--- config.mk ---
export PLATFORM = sky130hd
export DESIGN_NAME = modexp_sequencer
export DESIGN_NICKNAME = d
export VERILOG_FILES = /design/src/rtl/modexp_sequencer.sv
export SDC_FILE = /design/constraint.sdc
export NUM_CORES = 1
export LEC_CHECK = 0
export CORE_AREA = 2 2 98 100
export CTS_CLUSTER_DIAMETER = 80
export DETAILED_ROUTE_END_ITERATION = 6
export DIE_AREA = 0 0 100 102
export DONT_BUFFER_PORTS = 1
export PLACE_DENSITY = 0.44
export SLEW_MARGIN = 5
export SYNTH_ARGS = -nofsm -noshare
export SYNTH_HDL_FRONTEND = slang
export SYNTH_SLANG_ARGS = --single-unit
--- constraint.sdc ---
create_clock -name clk -period 5.4 [get_ports clk]
set_input_delay 0 -clock clk [delete_from_list [all_inputs] [get_ports clk]]
set_output_delay 0 -clock clk [all_outputs]
set_load 0.02 [all_outputs]
--- src/rtl/modexp_sequencer.sv ---
// modexp_sequencer: square-and-multiply controller scanning the exponent MSB first and driving mul/mod go/done handshakes.
// Optional macro LEADING_ZERO_SKIP_EN skips leading zero exponent bits (not constant-time).
module modexp_sequencer #(
   parameter int EXP_WIDTH = 32,
   parameter int IDX_W     = $clog2(EXP_WIDTH)
) (
   input  logic                 clk,
   input  logic                 rst_n,
   input  logic [2:0]           cmd,
   input  logic [EXP_WIDTH-1:0] e_in,
   input  logic                 init_done,
   input  logic                 mul_done,
   input  logic                 mod_done,
   output logic                 update_n,
   output logic                 initialize,
   output logic                 mul_go,
   output logic                 mul_sel,
   output logic                 mod_go,
   output logic                 busy,
   output logic                 done,
   output logic                 err
);
   localparam logic [2:0] CMD_START  = 3'd1;
   localparam logic [2:0] CMD_LOAD_N = 3'd2;
   localparam logic [2:0] CMD_LOAD_E = 3'd3;
   localparam logic [2:0] CMD_ABORT  = 3'd4;

   typedef enum logic [3:0] {
      IDLE, INIT, SCAN, SQ_MUL_GO, SQ_MUL_WAIT, SQ_MOD_GO, SQ_MOD_WAIT,
      BM_MUL_GO, BM_MUL_WAIT, BM_MOD_GO, BM_MOD_WAIT, NEXT, FIN
   } state_t;

   state_t               state_q, state_d;
   logic [IDX_W-1:0]     idx_q, idx_d;
   logic [EXP_WIDTH-1:0] e_reg_q, e_reg_d;
   logic                 n_valid_q, n_valid_d, e_valid_q, e_valid_d;
   logic                 update_n_q, update_n_d, initialize_q, initialize_d;
   logic                 mul_go_q, mul_go_d, mul_sel_q, mul_sel_d, mod_go_q, mod_go_d;
   logic                 busy_q, busy_d, done_q, done_d, err_q, err_d;

   always_comb begin
      state_d    = state_q;
      idx_d      = idx_q;
      e_reg_d    = e_reg_q;
      n_valid_d  = n_valid_q;
      e_valid_d  = e_valid_q;
      update_n_d = 1'b0;
      err_d      = 1'b0;
      case (state_q)
         IDLE: begin
            update_n_d = cmd == CMD_LOAD_N;
            n_valid_d  = n_valid_q | (cmd == CMD_LOAD_N);
            if (cmd == CMD_LOAD_E) begin
               e_reg_d   = e_in;
               e_valid_d = 1'b1;
            end
            if (cmd == CMD_START) begin
               if (n_valid_q && e_valid_q) state_d = INIT;
               else err_d = 1'b1;
            end
         end
         INIT: if (init_done) begin
            idx_d   = IDX_W'(EXP_WIDTH - 1);
            state_d = SCAN;
         end
         SCAN: begin
`ifdef LEADING_ZERO_SKIP_EN
            // result is still 1 here, so the first set bit needs no square
            if (e_reg_q[idx_q]) state_d = BM_MUL_GO;
            else if (idx_q == '0) state_d = FIN;
            else idx_d = idx_q - IDX_W'(1);
`else
            state_d = SQ_MUL_GO;
`endif
         end
         SQ_MUL_GO:   state_d = SQ_MUL_WAIT;
         SQ_MUL_WAIT: if (mul_done) state_d = SQ_MOD_GO;
         SQ_MOD_GO:   state_d = SQ_MOD_WAIT;
         SQ_MOD_WAIT: if (mod_done) state_d = e_reg_q[idx_q] ? BM_MUL_GO : NEXT;
         BM_MUL_GO:   state_d = BM_MUL_WAIT;
         BM_MUL_WAIT: if (mul_done) state_d = BM_MOD_GO;
         BM_MOD_GO:   state_d = BM_MOD_WAIT;
         BM_MOD_WAIT: if (mod_done) state_d = NEXT;
         NEXT: begin
            if (idx_q == '0) state_d = FIN;
            else begin
               idx_d   = idx_q - IDX_W'(1);
               state_d = SQ_MUL_GO;
            end
         end
         FIN:     state_d = IDLE;
         default: state_d = IDLE;
      endcase
      if (state_q != IDLE && cmd == CMD_ABORT) state_d = IDLE;
      // Moore outputs are registered copies of the next-state decode
      initialize_d = state_d == INIT;
      mul_go_d     = state_d == SQ_MUL_GO || state_d == BM_MUL_GO;
      mod_go_d     = state_d == SQ_MOD_GO || state_d == BM_MOD_GO;
      mul_sel_d    = state_d inside {BM_MUL_GO, BM_MUL_WAIT, BM_MOD_GO, BM_MOD_WAIT};
      busy_d       = state_d != IDLE && state_d != FIN;
      done_d       = state_d == FIN;
   end

   always_ff @(posedge clk or negedge rst_n) begin
      if (!rst_n) begin
         state_q      <= IDLE;
         idx_q        <= '0;
         e_reg_q      <= '0;
         n_valid_q    <= 1'b0;
         e_valid_q    <= 1'b0;
         update_n_q   <= 1'b0;
         initialize_q <= 1'b0;
         mul_go_q     <= 1'b0;
         mul_sel_q    <= 1'b0;
         mod_go_q     <= 1'b0;
         busy_q       <= 1'b0;
         done_q       <= 1'b0;
         err_q        <= 1'b0;
      end else begin
         state_q      <= state_d;
         idx_q        <= idx_d;
         e_reg_q      <= e_reg_d;
         n_valid_q    <= n_valid_d;
         e_valid_q    <= e_valid_d;
         update_n_q   <= update_n_d;
         initialize_q <= initialize_d;
         mul_go_q     <= mul_go_d;
         mul_sel_q    <= mul_sel_d;
         mod_go_q     <= mod_go_d;
         busy_q       <= busy_d;
         done_q       <= done_d;
         err_q        <= err_d;
      end
   end

   assign update_n   = update_n_q;
   assign initialize = initialize_q;
   assign mul_go     = mul_go_q;
   assign mul_sel    = mul_sel_q;
   assign mod_go     = mod_go_q;
   assign busy       = busy_q;
   assign done       = done_q;
   assign err        = err_q;
endmodule

==> results.md <==
- Final Slew Violations: 0
- Placement Rows: 35
- Fin crit period: 2.415 ns
- Post-layout instance area: 3234 sq um
- Port Buf Inserts: 0
- Placed instance area: 2713 sq um
- Vias per cell: 4.680
- Antenna Cells: 0
- Final setup margin: 2.985 ns
- Peak VDD IR: 0.1407 mV
- Worst EP arrival: 2.61 ns
- CP Max Fanout: 12
- Initial Utilization: 29.49%
- Die width: 100 um
- Actual slew at the worst max-slew pin: 0.6509 ns
- Layout cells sized above 1: 25.21%
- Vias: 1652
- Non-Filler Instances: 353
- Htree depth: 2
- Overall Global Routing Usage: 11.62%
- DP Wirelength: 3784 um
- I/O pin count: 48
- Nets@finish: 283
- Crit Path Class: flip-flop to flip-flop
- GPL Wtd Cong: 0.6883
- Setup repair bufs after CTS: 0
- Setup WS pre-CTS: 2.956 ns
- Skew-Pair Late Insertion Delay: 0.31 ns
- Setup TNS: 0 ns
- Cts bufs inserted: 5
- Worst Skew: 0.006854 ns
- FF-to-FF setup slack: 2.99 ns
- Register area share after synthesis: 47.51%
- Synth cell types: 50
- Syn nets: 245
- WL/cell: 15.27 um
- Hold depth: 3
- CTS tree: built
- Post-synth EDFFs: 0
- Placed insts: 305
- Setup violators final: 0
- Achievable frequency: 414.1 MHz
- Hold_ws: 0.03677 ns
- Syn Area/Cell: 13.23 sq um
- Critical path capture point type: flip-flop
- Hold_buf cts: 40
- Yosys warnings: 0
- RSZ-0062 raised after global routing: no
- Slew margin rel.: 56.61%
- Routed Antenna Nets: 0
- Sink Count: 51
- Final Hold Viols: 0
- Status: completed
- Largest net degree at the start of global routing: 52
- Number of DRC markers in iteration 0: 54
- Asr flop ratio synth: 100.0%
- Primary FF master, synth: dfrtp_1
- Period utilization: 44.71%
- Leakage: 1.421 nW
- Clock transition at the registers of the reported paths: 0.10 ns
- Antenna violations before repair: 0
- Drt first pass iters: 4
- Resize count post-CTS: 0
- Synthesized cell area: 2686 sq um
- Post-route DRC: 0
- CP Launch Type: flip-flop
- Placeable Area: 9109 sq um
- Worst hold path class: input pin to flip-flop
- Commonest non-fill, non-tap cell in the layout: dfrtp_1
- #FFs+latches synth: 51
- Total congestion overflow: 0
- Final core utilization: 35.51%
- Total Wirelength: 5392 um
- Layout area overhead: 20.40%
- Syn Inst Count: 203
- First-pass GRT wire length: 9190 um
- CTS Buffer Depth: 2
- Root Buffer: clkbuf_8
- Die ar.: 10200 sq um
- Required time of the critical path: 5.60 ns
- Max Cap Violations: 0
- Die Ht: 102 um
- Path depth of the worst reg2reg path: 8
- Most frequent cells in the layout: dfrtp_1, dlygate4sd3_1, mux2_4
- Pwr/cell area: 478.9 nW/um^2
- Total power: 1.549 mW
- Vias in the first global route: 1782
## final timing paths
kind | start | endpoint
min in group asynchronous | rst_n | e_reg_q[11]
max in group asynchronous | rst_n | state_q[1]
worst min-delay path | cmd[2] | state_q[1]
worst max-delay path | idx_q[1] | idx_q[4]
worst min register to register | e_valid_q | e_valid_q
worst max register to register | idx_q[1] | idx_q[4]
## state kept, by name (all words and copies together), names as in the netlist
name        count
busy            1
mod_go          1
initialize      1
err             1
update_n        1
n_valid_q       1
mul_go          1
e_valid_q       1
e_reg_q        32
done            1
state_q         4
mul_sel         1
idx_q           5
## synthesized netlist by cell type, types with 2 or more instances
cell type | number | area, sq um
a21oi_1 | 4 | 20.02
a2bb2oi_1 | 4 | 35.03
and3_1 | 2 | 12.51
buf_12 | 4 | 80.08
buf_2 | 2 | 10.01
dfrtp_1 | 51 | 1276
ha_1 | 2 | 25.02
inv_1 | 4 | 15.01
mux2_2 | 3 | 33.78
mux2_4 | 29 | 435.4
mux2i_1 | 9 | 90.09
mux4_2 | 4 | 90.09
nand2_1 | 15 | 56.30
nand2b_1 | 2 | 12.51
nand3_1 | 3 | 15.01
nand4_1 | 2 | 12.51
nand4b_1 | 2 | 17.52
nor2_1 | 11 | 41.29
nor2_4 | 2 | 22.52
nor2b_1 | 7 | 43.79
nor3_1 | 3 | 15.01
nor3_2 | 2 | 20.02
nor3b_1 | 2 | 15.01
o21ai_0 | 3 | 15.01
o31ai_1 | 2 | 15.01
or2_1 | 2 | 12.51
or2_2 | 3 | 18.77
xor2_1 | 2 | 17.52
## layout make-up
cell class,count,area (sq um)
Tap cell,111,138.9
Inverter,4,15.01
Clock buffer,7,96.34
Fill cell,912,5874
Sequential cell,51,1276
Multi-Input combinational cell,139,1282
Timing Repair Buffer,40,417.9
Clock inverter,1,7.507
## logic make-up (layout without fill, tap and decap cells)
logic type	after synthesis	after routing	share of synthesized area, %
multiplexers	45	45	24.17
AND/OR/NAND/NOR	65	65	14.48
flip-flops	51	51	47.51
XOR/XNOR	2	2	0.6522
adder cells (fa/ha/maj)	2	2	0.9314
buffers and inverters	13	52	4.751
AO/OA/AOI/OAI	25	25	7.499
## per-layer routing
layer / track usage (%) / routed length (um) / share of wire (%) / up-vias
met3: 2.599 / 196 / 3.6 / 6
met2: 17.98 / 2505 / 46 / 23
met5: 0 / 0 / 0 / -
met1: 16.13 / 2598 / 48 / 812
met4: 4.110 / 91 / 1.7 / 0
li1: - / - / - / 811
## worst max-delay path: stages, from the launching register on
cell     delay, ns
dfrtp_1       0.72
inv_1         0.14
ha_1          0.20
nor4b_2       0.16
or2_2         0.33
nor2b_1       0.40
nand3_1       0.15
xor2_1        0.15
nand2_1       0.06
## report_power, final
group          total [mW]  internal (mW)  leakage (nW)  switching (mW)
Combinational       0.616          0.368         0.757           0.248
Clock               0.245          0.117        0.0505           0.129
Sequential          0.687          0.539         0.613           0.148
Total                1.55           1.02          1.42           0.525
(Power assumes the default switching activity.)
